## src/rtl/surf_event_merge.sv

```systemverilog
// Merges the seven per-SURF 8-bit streams into one event stream. Each event
// is a header byte, then every enabled SURF's frame in index order, then a
// trailer byte carrying the mask of SURFs skipped on timeout.
module surf_event_merge #(
    parameter int unsigned TIMEOUT   = 1024,
    parameter int unsigned CNT_WIDTH = 16
) (
    input  logic                 sysclk_i,
    input  logic                 sysclk_rst_i,
    input  logic [6:0]           enable_i,
    input  logic [55:0]          s_tdata,
    input  logic [6:0]           s_tvalid,
    output logic [6:0]           s_tready,
    input  logic [6:0]           s_tlast,
    output logic [7:0]           m_tdata,
    output logic                 m_tvalid,
    input  logic                 m_tready,
    output logic                 m_tlast,
    output logic [6:0]           missing_o,
    output logic [CNT_WIDTH-1:0] event_count_o,
    output logic                 busy_o
);

    localparam int unsigned TW = (TIMEOUT > 0) ? $clog2(TIMEOUT + 1) : 1;

    typedef enum logic [2:0] {
        IDLE,
        HEADER,
        SEEK,
        DATA,
        TRAILER
    } state_t;

    state_t               state_q, state_d;
    logic [6:0]           emask_q, emask_d;
    logic [6:0]           miss_q, miss_d;
    logic [6:0]           miss_out_q, miss_out_d;
    logic [CNT_WIDTH-1:0] cnt_q, cnt_d;
    logic [2:0]           idx_q, idx_d;
    logic [TW-1:0]        tcnt_q, tcnt_d;
    logic                 started_q, started_d;

    logic                 sel_valid;
    logic                 timeout_hit;

    assign sel_valid   = s_tvalid[idx_q];
    assign timeout_hit = (TIMEOUT != 0) && !started_q && (tcnt_q == TW'(TIMEOUT));

    assign missing_o     = miss_out_q;
    assign event_count_o = cnt_q;
    assign busy_o        = (state_q != IDLE);

    // State and datapath registers; reset abandons any event in flight.
    always_ff @(posedge sysclk_i or posedge sysclk_rst_i) begin
        if (sysclk_rst_i) begin
            state_q    <= IDLE;
            emask_q    <= '0;
            miss_q     <= '0;
            miss_out_q <= '0;
            cnt_q      <= '0;
            idx_q      <= '0;
            tcnt_q     <= '0;
            started_q  <= 1'b0;
        end else begin
            state_q    <= state_d;
            emask_q    <= emask_d;
            miss_q     <= miss_d;
            miss_out_q <= miss_out_d;
            cnt_q      <= cnt_d;
            idx_q      <= idx_d;
            tcnt_q     <= tcnt_d;
            started_q  <= started_d;
        end
    end

    // Next-state logic and stream muxing; DATA is a combinational pass-through.
    always_comb begin
        state_d    = state_q;
        emask_d    = emask_q;
        miss_d     = miss_q;
        miss_out_d = miss_out_q;
        cnt_d      = cnt_q;
        idx_d      = idx_q;
        tcnt_d     = tcnt_q;
        started_d  = started_q;
        m_tvalid   = 1'b0;
        m_tdata    = '0;
        m_tlast    = 1'b0;
        s_tready   = '0;

        case (state_q)
            IDLE: begin
                if ((s_tvalid & enable_i) != '0) begin
                    emask_d = enable_i;
                    miss_d  = '0;
                    state_d = HEADER;
                end
            end

            HEADER: begin
                m_tvalid = 1'b1;
                m_tdata  = {1'b1, emask_q};
                if (m_tready) begin
                    idx_d   = '0;
                    state_d = SEEK;
                end
            end

            SEEK: begin
                if (emask_q[idx_q]) begin
                    tcnt_d    = '0;
                    started_d = 1'b0;
                    state_d   = DATA;
                end else if (idx_q == 3'd6) begin
                    state_d = TRAILER;
                end else begin
                    idx_d = idx_q + 3'd1;
                end
            end

            DATA: begin
                // A timeout takes priority and suppresses the handshake in
                // that cycle, so a byte arriving on the same edge is left for
                // the next event rather than half-consumed.
                if (timeout_hit) begin
                    miss_d[idx_q] = 1'b1;
                    if (idx_q == 3'd6) begin
                        state_d = TRAILER;
                    end else begin
                        idx_d   = idx_q + 3'd1;
                        state_d = SEEK;
                    end
                end else begin
                    m_tdata         = s_tdata[{idx_q, 3'b000} +: 8];
                    m_tvalid        = sel_valid;
                    s_tready[idx_q] = m_tready;
                    if (sel_valid && m_tready) begin
                        started_d = 1'b1;
                        if (s_tlast[idx_q]) begin
                            if (idx_q == 3'd6) begin
                                state_d = TRAILER;
                            end else begin
                                idx_d   = idx_q + 3'd1;
                                state_d = SEEK;
                            end
                        end
                    end else if (!started_q && !sel_valid) begin
                        tcnt_d = tcnt_q + 1'b1;
                    end
                end
            end

            TRAILER: begin
                m_tvalid = 1'b1;
                m_tdata  = {1'b0, miss_q};
                m_tlast  = 1'b1;
                if (m_tready) begin
                    miss_out_d = miss_q;
                    cnt_d      = cnt_q + 1'b1;
                    state_d    = IDLE;
                end
            end

            default: state_d = IDLE;
        endcase
    end

endmodule

```

## config.mk

```make
export PLATFORM = sky130hd
export DESIGN_NAME = surf_event_merge
export DESIGN_NICKNAME = d
export VERILOG_FILES = /design/src/rtl/surf_event_merge.sv
export SDC_FILE = /design/constraint.sdc
export NUM_CORES = 1
export LEC_CHECK = 0
export ABC_AREA = 0
export CAP_MARGIN = 30
export CORE_UTILIZATION = 41
export DETAILED_ROUTE_END_ITERATION = 10
export GPL_TIMING_DRIVEN = 0
export HOLD_SLACK_MARGIN = 0.1
export PLACE_DENSITY = 0.77
export SLEW_MARGIN = 20
export SYNTH_ARGS = -nofsm -noshare
export SYNTH_HDL_FRONTEND = slang
export SYNTH_SLANG_ARGS = --single-unit
```

## constraint.sdc

```tcl
create_clock -name sysclk_i -period 2.2 [get_ports sysclk_i]
set_input_delay 0.44 -clock sysclk_i [delete_from_list [all_inputs] [get_ports sysclk_i]]
set_output_delay 0.44 -clock sysclk_i [all_outputs]
set_load 0.005 [all_outputs]
```

---- Yosys cells after proc, flatten, opt, wreduce, memory -nomap -nowiden ----
Index checks and enable logic that the tools add are counted.
W data, S select, Z words.
cells by class
  shifts and indexed selects .............. 1
  multiplexer cells ....................... 43
  reduce and logical (&&, ||, !) cells .... 20
  magnitude comparators ................... 2
  $add $sub $neg .......................... 3
  bitwise logic cells ..................... 3
  eq/ne operators ......................... 19
operators with widths
  kind                     count
  $shiftx A56 B7 Y8        1
  $mux W11                 4
  $mux W3                  14
  $mux W7                  4
  $pmux W8 S3              1
  $pmux W11 S2             1
  $ne A2 B2 Y1 const B     10
  $add A16 B1 Y16 const B  1
  $pmux W3 S5              1
  $and A7 B7 Y7            2
  $pmux W7 S2              1
  $add A11 B1 Y11 const B  1
  $eq A11 B11 Y1 const B   1
  $reduce_and A5 Y1        2
  $bmux W1 S3              3
  $mux W1                  9
  $ne A3 B3 Y1 const B     3
  $pmux W3 S3              1
  $mux W8                  1
  $or A7 B7 Y7             1
  $reduce_bool A7 Y1       1
  $eq A3 B2 Y1 const B     2
  $eq A3 B3 Y1 const B     2
  $reduce_and A6 Y1        1
  15 further kinds         23
word-level totals
  bits in registers ....................... 55

---- Longest topological paths before layout ----
Gate-level depths: netlist (run 1).
  depth after elaboration ................. 8
  gate-level depth with buffers ........... 9
  gate-level depth less buffers ........... 8

---- Worst setup path after synthesis (run 1) ----
Ideal clock, no wire load.
  path type ............................... register to output
  start ................................... reg idx_q[2]
  end ..................................... out m_tdata[3]
  data required time ...................... 1.760 ns
  buffers on the path ..................... 4
  cell stages (with the launch flop) ...... 9
  arrival time ............................ 1.721 ns
  setup slack ............................. 0.039 ns
  cells stage by stage .................... dfrtp_1 -> buf_2 -> buf_2 -> clkbuf_1 -> buf_1 -> o221ai_1 -> o21ai_0 -> nand2_1 -> o21ai_0
on the way
  longest elaborated chain between the ends .. 3
ends and longest elaborated chain
  what                    line  RTL
  start, declared         39    logic [2:0] idx_q, idx_d;
  start signal, assigned  70    idx_q <= idx_d;
  $shiftx A56 B7 Y8       134   m_tdata = s_tdata[{idx_q, 3'b000} +: 8];
  $mux W8                 125   if (timeout_hit) begin
  $pmux W8 S3             91    case (state_q)
  end, declared           15    output logic [7:0] m_tdata,
Every way passes these cells.

---- Final worst setup path (run 1) ----
  start ................................... reg tcnt_q[3]
  end ..................................... out m_tdata[0]
on the way
  longest elaborated chain between the ends .. 4
ends and longest elaborated chain
  what                    line  RTL
  start, declared         40    logic [TW-1:0] tcnt_q, tcnt_d;
  start signal, assigned  71    tcnt_q <= tcnt_d;
  $eq A11 B11 Y1          47    assign timeout_hit = (TIMEOUT != 0) && !started_q && (tcnt_q == TW'(TIMEOUT));
  $logic_and A1 B1 Y1     47
  $mux W8                 125
  $pmux W8 S3             91
Every way passes these cells.

==> impl_metrics.csv, run 1 <==
group,metric,value,unit
worst_setup_path,cp_max_fo,6,
worst_setup_path,cp_slowest_cell,"dfrtp_1",
synthesis,yosys-top-cells-count,"55 x dfrtp_1, 35 x nor2_1, 21 x mux2_2",
detailed_routing,routedWlPerCell,22.1,µm
detailed_routing,firstDrtPassIters,6,
die,start_util,43.4,%
clock_network,clk_latency,0.32,ns
timing,worst_slack,-0.233,ns
die,die_w,93.4,µm
finish,drive_gt1_share,35.0,%
clock_network,cts-root-buf,"clkbuf_8",
placed_design,io_buffers,120,
clock_network,cts_tree,"yes",
timing,rsz0062_at_grt,"yes",
worst_setup_path,crit_buf_inv,3,
synthesis,post-synth-top-count-cell,"dfrtp_1",
clock_network,htree_levels,2,
clock_network,cts_buffer_depth,2,
worst_setup_path,arrival,1.99,ns
finish,num_antenna_cells,0,
power,leakagePower,0.00258,µW
synthesis,yosysTopAreaCell,"dfrtp_1",
placed_design,placedCellCount,582,
die,die_y,93.4,µm
timing,clock_skew,0.00418,ns
worst_setup_path,critPathMaxStageDelay,0.47,ns
placed_design,dp.final_hpwl,8.16,mm
synthesis,syn_avg_cell_area,9.51,µm²
timing,finalCritPeriodShare,111,%
synthesis,synth_cell_types,58,
clock_network,cts_hold_buf,0,
detailed_routing,wirelength,14.3,mm
synthesis,synth_top_area_share,40.2,%
timing,finalHoldViolations,0,
finish,final_cells,645,
placed_design,routabilityCongestion,0.892,
global_route,grt_pass1_wl,20.8,mm
synthesis,ys_ff_latch,55,
global_route,grt_use_total,30.8,%
worst_setup_path,crit_top_cell,"buf_4",
timing,min_period,2.43,ns
finish,layout.nets,627,
detailed_routing,wl_met2,6.59,mm
worst_setup_path,crit_family,"simple AND/OR/NAND/NOR gates",
detailed_routing,vias_per_cell,6.40,
timing,finalSetupTns,-2.92,ns
power,ir_drop,0.000615,V
die,core,0.00789,mm²
detailed_routing,ant_nets,0,
synthesis,async_flop_share,100,%
power,powerDensity,1220,mW/mm²
timing,max_freq,411,MHz
worst_setup_path,worst_ep_required_time,1.76,ns
min_path,hold_path_class,"reg2reg",
global_route,grt_pass1_vias,3981,
synthesis,syn-instance-count,360,
synthesis,synth_area,0.00342,mm²
detailed_routing,wl_met1,5.33,mm
clock_network,cts.sinks,55,
detailed_routing,drc,0,
finish,n_fill_cell,476,
clock_network,cts_buffers,5,
synthesis,synth_nets,445,
global_route,gr-total-overflow,0,
global_route,antenna_found_initial,0,
synthesis,seq_area_frac_synth,40.2,%
detailed_routing,top_layer,"met4",
flow_run,cap_violations,0,
timing,finalSetupViolations,21,
worst_setup_path,critPathLaunchType,"register",
detailed_routing,vias,4128,
detailed_routing,drt_iter0_markers,484,
finish,final_cell_area,0.00588,mm²
synthesis,ys.flop_type,"dfrtp_1",
worst_setup_path,crit_chain,"nor3_1 > nand3_2 > nand3_4 > buf_4 > buf_4 > o22ai_2 > buf_2",
synthesis,ys_warn_count,0,
global_route,grt_max_degree,56,
finish,syn2layout_area_growth,71.7,%
synthesis,synth_area_leaders,"dfrtp_1 40%, mux2_2 6.9%, nor2_1 3.8%",
run_status,failed_checks,"negative setup slack",
die,die_area,0.00872,mm²
die,rows,32,
detailed_routing,wl_met3,1.51,mm
worst_setup_path,worstSetupEndpointType,"output pin",
run_status,status,"finished with violations",
timing,worst_pin_slew,0.680,ns
clock_network,path_clk_slew,0.11,ns
synthesis,synth_edf_count,0,
placed_design,placed_cell_area,0.00475,mm²
timing,maxSlewHeadroom,54.7,%
die,pin_count,121,
timing,slew_violations,0,
worst_setup_path,worstSetupPathType,"reg2out",
-- layout make-up --
type | instances | area (µm²) | area share, %
tap | 102 | 128 | 2.17
multi-input combinational | 278 | 2390 | 40.7
clock inverter | 3 | 27.5 | 0.468
buffer | 19 | 204 | 3.47
sequential | 55 | 1380 | 23.4
inverter | 9 | 56.3 | 0.958
clock buffer | 5 | 68.8 | 1.17
timing repair buffer | 174 | 1620 | 27.6
-- what timing repair did --
| item | in CTS | in global routing |
|---|---|---|
| cloned | 4 | 0 |
| setup endpoints to repair | 47 | 41 |
| pin swaps | 33 | 33 |
| setup buffers | 41 | 12 |
| gates resized for setup | 178 | 54 |
-- cells in the final DEF, fill, tap and decap left out, drive strengths merged, types with 4 or more instances in the layout --
master,count
xnor2,10
nor3,9
dfrtp,55
nand2,18
nand3,13
a31oi,11
o22ai,14
dlygate4sd2,5
buf,76
o21ai,15
a221o,4
xor2,11
ha,5
nor2,35
clkdlybuf4s50,99
a21oi,15
and3,10
mux2,22
nor2b,7
nand2b,7
o221ai,5
nand4,7
inv,8
a22oi,9
mux2i,13
clkbuf,17
-- registers in the layout, summed over array words and instances, names as in the netlist --
name           count
started_q          1
missing_o          7
idx_q              3
state_q            3
miss_q             7
tcnt_q            11
event_count_o     16
emask_q            7
-- where the power goes --
| group | internal [µW] | switching, µW |
|---|---|---|
| registers | 1260 | 300 |
| clock network | 235 | 368 |
| logic | 2500 | 2520 |
-- through the flow --
step | hold slack, ns | setup WS, ns | power [µW] | utilization (%)
2_1_floorplan | 0.468 | 0.0392 | 3330 | -
3_3_place_gp | 0.463 | -1.08 | 4400 | 60.2
3_5_place_dp | 0.469 | -1.08 | 4450 | 60.3
4_1_cts | 0.484 | -0.150 | 6250 | 70.5
5_1_grt | 0.513 | -0.317 | 7460 | 74.5
6_report | 0.479 | -0.233 | 7190 | 74.5
-- cell families (layout without fill, tap and decap cells) --
logic type	after synthesis	in the layout	synth area share [%]
flops	55	55	40.2
fa+ha+maj	5	5	1.83
xor+xnor	21	21	5.37
buf+inv	28	210	3.44
mux	36	36	11.8
simple gates	122	123	19.0
compound gates	93	93	18.4
-- layer usage --
layer / GRT usage [%] / up-vias
li1: - / 1722
met1: 39.0 / 1982
met2: 50.1 / 339
met3: 6.34 / 85
met4: 15.3 / 0
met5: 0 / -
-- path summary, 6_finish.rpt --
kind / start / end / slack, ns / cells past startpoint
max: tcnt_q[3] / m_tdata[0] / -0.23 / 7
min in group asynchronous: sysclk_rst_i / event_count_o[15] / 0.55 / 2
min reg2reg: event_count_o[15] / event_count_o[15] / 0.48 / 1
max in group asynchronous: sysclk_rst_i / idx_q[1] / 1.15 / 2
min: event_count_o[15] / event_count_o[15] / 0.48 / 1
max reg2reg: idx_q[2] / idx_q[2] / -0.12 / 8
(Power assumes the default switching activity.)
==> run 2, diff against run 1 <==
--- a/config.mk
+++ b/config.mk
@@ -11,7 +11,7 @@
 export DETAILED_ROUTE_END_ITERATION = 10
 export GPL_TIMING_DRIVEN = 0
 export HOLD_SLACK_MARGIN = 0.1
-export PLACE_DENSITY = 0.77
+export PLACE_DENSITY_LB_ADDON = 0.08
 export SLEW_MARGIN = 20
 export SYNTH_ARGS = -nofsm -noshare
 export SYNTH_HDL_FRONTEND = slang
==> run 2 against run 1 <==
Net effect: the flow still finishes with violations (negative setup slack); via count fell by 14%; sequential share of layout area up 1.5 points; final cell count down 3.1%; global-route usage decreased by 3.5 points; largest cell class unchanged.
==> impl_metrics.csv, run 2 (synthesis gave the netlist of run 1 again) <==
group,metric,value,unit
detailed_routing,firstDrtPassIters,5,
worst_setup_path,critPathLaunchType,"register",
detailed_routing,drc,0,
clock_network,cts_buffers,5,
placed_design,placedCellCount,582,
timing,max_freq,415,MHz
run_status,failed_checks,"negative setup slack",
clock_network,cts.sinks,55,
detailed_routing,vias,3565,
worst_setup_path,cp_max_fo,7,
global_route,grt_use_total,27.3,%
min_path,hold_path_class,"reg2reg",
die,die_w,93.4,µm
detailed_routing,vias_per_cell,5.70,
die,rows,32,
global_route,grt_max_degree,56,
timing,worst_pin_slew,0.676,ns
die,die_area,0.00872,mm²
placed_design,routabilityCongestion,0.928,
finish,final_common_cell,"clkdlybuf4s50_1",
finish,layout.nets,608,
power,powerDensity,1130,mW/mm²
detailed_routing,ant_nets,0,
detailed_routing,drt_iter0_markers,175,
worst_setup_path,crit_path_end,"m_tvalid",
run_status,status,"finished with violations",
global_route,grt_pass1_wl,18.6,mm
worst_setup_path,worst_ep_required_time,1.76,ns
worst_setup_path,r2r_end,"idx_q[2]",
detailed_routing,routedWlPerCell,18.6,µm
placed_design,dp.final_hpwl,8.07,mm
power,p_total,6240,µW
detailed_routing,wirelength,11.6,mm
timing,worst_slack,-0.208,ns
timing,finalSetupViolations,18,
finish,syn2layout_area_growth,61.5,%
worst_setup_path,arrival,1.97,ns
die,start_util,43.4,%
clock_network,cts-root-buf,"clkbuf_8",
timing,clock_skew,0.0116,ns
global_route,antenna_found_initial,0,
worst_setup_path,worstSetupPathType,"reg2out",
die,die_y,93.4,µm
finish,drive_gt1_share,29.4,%
clock_network,clk_latency,0.32,ns
timing,slew_violations,0,
global_route,grt_pass1_vias,3553,
finish,num_antenna_cells,0,
die,pin_count,121,
power,ir_drop,0.000617,V
clock_network,cts_buffer_depth,2,
worst_setup_path,reg2reg_depth,8,
timing,hold_ws,0.503,ns
timing,rsz0062_at_grt,"yes",
die,core,0.00789,mm²
timing,min_period,2.41,ns
clock_network,path_clk_slew,0.10,ns
worst_setup_path,worstSetupEndpointType,"output pin",
finish,layout_common_cells,"99 x clkdlybuf4s50_1, 53 x dfrtp_1, 33 x nor2_1",
timing,finalHoldViolations,0,
worst_setup_path,r2r_slack,-0.08,ns
flow_run,cap_violations,0,
clock_network,htree_levels,2,
global_route,gr-total-overflow,0,
finish,n_fill_cell,601,
worst_setup_path,r2r-start,"idx_q[0]",
worst_setup_path,crit_start,"idx_q[0]",
timing,maxSlewHeadroom,55.0,%
timing,finalCritPeriodShare,109,%
power,leakagePower,0.00243,µW
clock_network,cts_tree,"yes",
finish,largest_register_ffs,16,
finish,final_cells,625,
placed_design,io_buffers,120,
run 2: changes by cell type in the layout (fill, tap and decap cells not counted), sizes merged:
cell / previous run / this run
buf: 76 / 61
bufbuf: 1 / 0
clkbuf: 17 / 16
clkinv: 3 / 2
clkinvlp: 1 / 0
dlygate4sd2: 5 / 4
dlymetal6s2s: 0 / 1
nand3: 13 / 12
run 2: where the power goes:
| group | internal, µW | switching (µW) |
|---|---|---|
| Clock | 254 | 340 |
| Sequential | 1270 | 270 |
| Combinational | 2050 | 2050 |
run 2: worst min-delay path by stage:
stage | endpoint | cells after the start | from | slack [ns]
final | event_count_o[14] | 1 | event_count_o[14] | 0.50
after global routing | event_count_o[8] | 1 | event_count_o[8] | 0.52
after CTS | event_count_o[14] | 1 | event_count_o[14] | 0.51
after floorplan | event_count_o[15] | 1 | event_count_o[15] | 0.47
after global placement | event_count_o[15] | 1 | event_count_o[15] | 0.46
after detailed placement | event_count_o[14] | 1 | event_count_o[14] | 0.49
run 2: final cells by class:
class	instances	area [µm²]	share of cell area [%]
flip-flops and latches	55	1380	24.9
inverters	9	45.0	0.815
well taps	102	128	2.31
clock inverters	1	8.76	0.158
repair buffers	156	1440	26.0
plain buffers	19	196	3.55
multi-input cells	277	2250	40.8
clock buffers	6	82.6	1.49
run 2: worst max-delay path, stage by stage, from the launching register on:
cell and delay (ns):
dfrtp_1 0.40, buf_6 0.14, buf_4 0.13, mux2_4 0.28
a22o_1 0.19, or2_4 0.28, inv_2 0.05, o21ai_1 0.05
buf_2 0.14
run 2: through the flow:
step	cell area, µm²	util [%]	setup WS, ns	setup TNS, ns
final	5530	70.1	-0.208	-1.67
after global routing	5530	70.1	-0.264	-3.42
after CTS	5270	66.8	-0.170	-1.90
after detailed placement	4750	60.3	-1.01	-25.31
after global placement	4750	60.2	-0.985	-56.14
after floorplan	3420	-	0.0392	0
run 2: what timing repair did:
action | in CTS | in global routing
pin swaps | 23 | 18
resized for setup | 148 | 50
endpoints found under the setup margin | 46 | 36
hold buffers | 0 | 0
buffers inserted | 27 | 11
run 2: routing by layer:
| layer | routed length, µm | global-route usage, % |
|---|---|---|
| met5 | 0 | 0 |
| met4 | 212 | 8.21 |
| met3 | 717 | 5.28 |
| met2 | 5530 | 44.2 |
| met1 | 5170 | 37.1 |
==> run 3, diff against run 2 <==
--- a/config.mk
+++ b/config.mk
@@ -12,6 +12,7 @@
 export GPL_TIMING_DRIVEN = 0
 export HOLD_SLACK_MARGIN = 0.1
 export PLACE_DENSITY_LB_ADDON = 0.08
+export SKIP_CTS_REPAIR_TIMING = 1
 export SLEW_MARGIN = 20
 export SYNTH_ARGS = -nofsm -noshare
 export SYNTH_HDL_FRONTEND = slang
==> run 3 against run 2 <==
Net effect: the run still ends with negative setup slack left; clock-buffer cell count unchanged; wire length decreased by 0.54%; utilization decreased by 0.43 points; worst setup slack got worse by 0.085 ns; non-clock buffer count unchanged; worst hold slack about the same; fmax decreased by 3.4%; die area unchanged; final cell count increased by 0.16%.
==> impl_metrics.csv, run 3 (synthesis gave the netlist of run 1 again) <==
group,metric,value,unit
global_route,grt_pass1_wl,17.4,mm
die,die_y,93.4,µm
clock_network,cts_buffers,5,
global_route,gr-total-overflow,0,
finish,layout.nets,609,
power,power_frac_seq,24.6,%
power,combPwrFrac,65.9,%
timing,maxSlewHeadroom,55.0,%
clock_network,path_clk_slew,0.10,ns
worst_setup_path,worstSetupEndpointType,"output pin",
timing,finalHoldViolations,0,
worst_setup_path,worstSetupPathType,"reg2out",
placed_design,io_buffers,120,
timing,finalSetupTns,-3.45,ns
die,start_util,43.4,%
global_route,gr-usage-met1,35.9,%
detailed_routing,vias,3571,
global_route,grt_max_degree,56,
global_route,grt_pass1_vias,3318,
global_route,global_route.usage.met2,41.0,%
die,rows,32,
timing,min_period,2.49,ns
die,die_area,0.00872,mm²
worst_setup_path,cp_max_fo,7,
placed_design,routabilityCongestion,0.928,
run_status,failed_checks,"negative setup slack",
flow_run,cap_violations,0,
power,swShare,42.2,%
power,powerDensity,1130,mW/mm²
finish,layout_common_cells,"102 x clkdlybuf4s50_1, 54 x dfrtp_1, 32 x nor2_1",
timing,finalSetupViolations,23,
worst_setup_path,cp_slowest_cell,"dfrtp_1",
clock_network,cts-root-buf,"clkbuf_8",
run_status,status,"finished with violations",
die,die_w,93.4,µm
power,p_int,3600,µW
detailed_routing,routedWlPerCell,18.5,µm
power,ir_drop,0.000646,V
clock_network,cts_tree,"yes",
die,pin_count,121,
clock_network,clk_latency,0.32,ns
detailed_routing,ant_nets,0,
worst_setup_path,worst_ep_required_time,1.76,ns
clock_network,cts.sinks,55,
detailed_routing,firstDrtPassIters,5,
finish,final_cell_area,0.00550,mm²
detailed_routing,vias_per_cell,5.70,
worst_setup_path,arrival,2.05,ns
global_route,grt_use_total,25.7,%
finish,num_antenna_cells,0,
finish,syn2layout_area_growth,60.5,%
timing,rsz0062_at_grt,"yes",
timing,clock_skew,0.00963,ns
timing,worst_slack,-0.293,ns
worst_setup_path,crit_chain,"nor4_1 > nand3_2 > nand3_4 > buf_6 > buf_6 > buf_6 > o22ai_2 > buf_2",
finish,drive_gt1_share,27.3,%
power,switchingPower,2630,µW
global_route,met3_usage,4.55,%
timing,finalCritPeriodShare,113,%
detailed_routing,drc,0,
global_route,grt_busiest_layer,"met2",
placed_design,dp.final_hpwl,8.07,mm
die,core,0.00789,mm²
finish,largest_register_ffs,16,
detailed_routing,wirelength,11.6,mm
clock_network,htree_levels,2,
detailed_routing,drt_iter0_markers,240,
min_path,hold_path_class,"reg2reg",
placed_design,placed_cell_area,0.00475,mm²
worst_setup_path,critPathMaxStageDelay,0.45,ns
worst_setup_path,critPathLaunchType,"register",
timing,max_freq,401,MHz
timing,worst_pin_slew,0.675,ns
global_route,antenna_found_initial,0,
power,leakagePower,0.00237,µW
finish,final_common_cell,"clkdlybuf4s50_1",
power,clockPowerShare,9.4,%
timing,slew_violations,0,
clock_network,cts_buffer_depth,2,
worst_setup_path,crit_top_cell,"buf_6",
run 3: power groups by stage:
| stage | combinational (µW) | clock, µW | sequential (µW) |
|---|---|---|---|
| after global placement | 2900 | 0 | 1530 |
| after floorplan | 1860 | 0 | 1470 |
| after CTS | 2940 | 601 | 1520 |
| after global routing | 4380 | 647 | 1580 |
| final | 4110 | 588 | 1540 |
| after detailed placement | 2920 | 0 | 1540 |
run 3: path summary, 6_finish.rpt:
kind	from	to	slack, ns	cells after the start
setup / recovery	tcnt_q[6]	m_tdata[0]	-0.29	8
hold / removal	event_count_o[14]	event_count_o[14]	0.50	1
setup reg to reg	idx_q[0]	tcnt_q[8]	-0.10	10
hold reg to reg	event_count_o[14]	event_count_o[14]	0.50	1
max in group asynchronous	sysclk_rst_i	idx_q[1]	1.14	2
min in group asynchronous	sysclk_rst_i	event_count_o[1]	0.58	2
run 3: routing by layer:
metal	routed length [µm]	share of wire, %
met4	295	2.5
met5	0	0
met1	5100	44
met3	807	7.0
met2	5370	46
run 3: area by class of cell:
class                           instances  area [µm²]
Buffer                                 19         181
Fill cell                             603        2390
Sequential cell                        55        1380
Clock buffer                            6        82.6
Tap cell                              102         128
Multi-Input combinational cell        278        2190
Clock inverter                          1        8.76
Timing Repair Buffer                  156        1480
Inverter                                9        46.3
run 3: stage by stage:
step	setup slack, ns	utilization [%]	power, µW	hold slack (ns)	cells
2_1_floorplan	0.0392	-	3330	0.468	360
3_3_place_gp	-0.985	60.2	4420	0.461	582
3_5_place_dp	-1.01	60.3	4460	0.488	582
4_1_cts	-1.35	61.4	5060	0.505	589
5_1_grt	-0.396	69.7	6600	0.525	626
6_report	-0.293	69.7	6230	0.503	626
run 3: critical path, delay by kind of cell (launching register included):
kind | cells | cell delay, ns
DFF | 1 | 0.45
buffers and inverters | 4 | 0.42
and+or+nand+nor | 3 | 0.80
AOI/OAI and AO/OA | 1 | 0.04
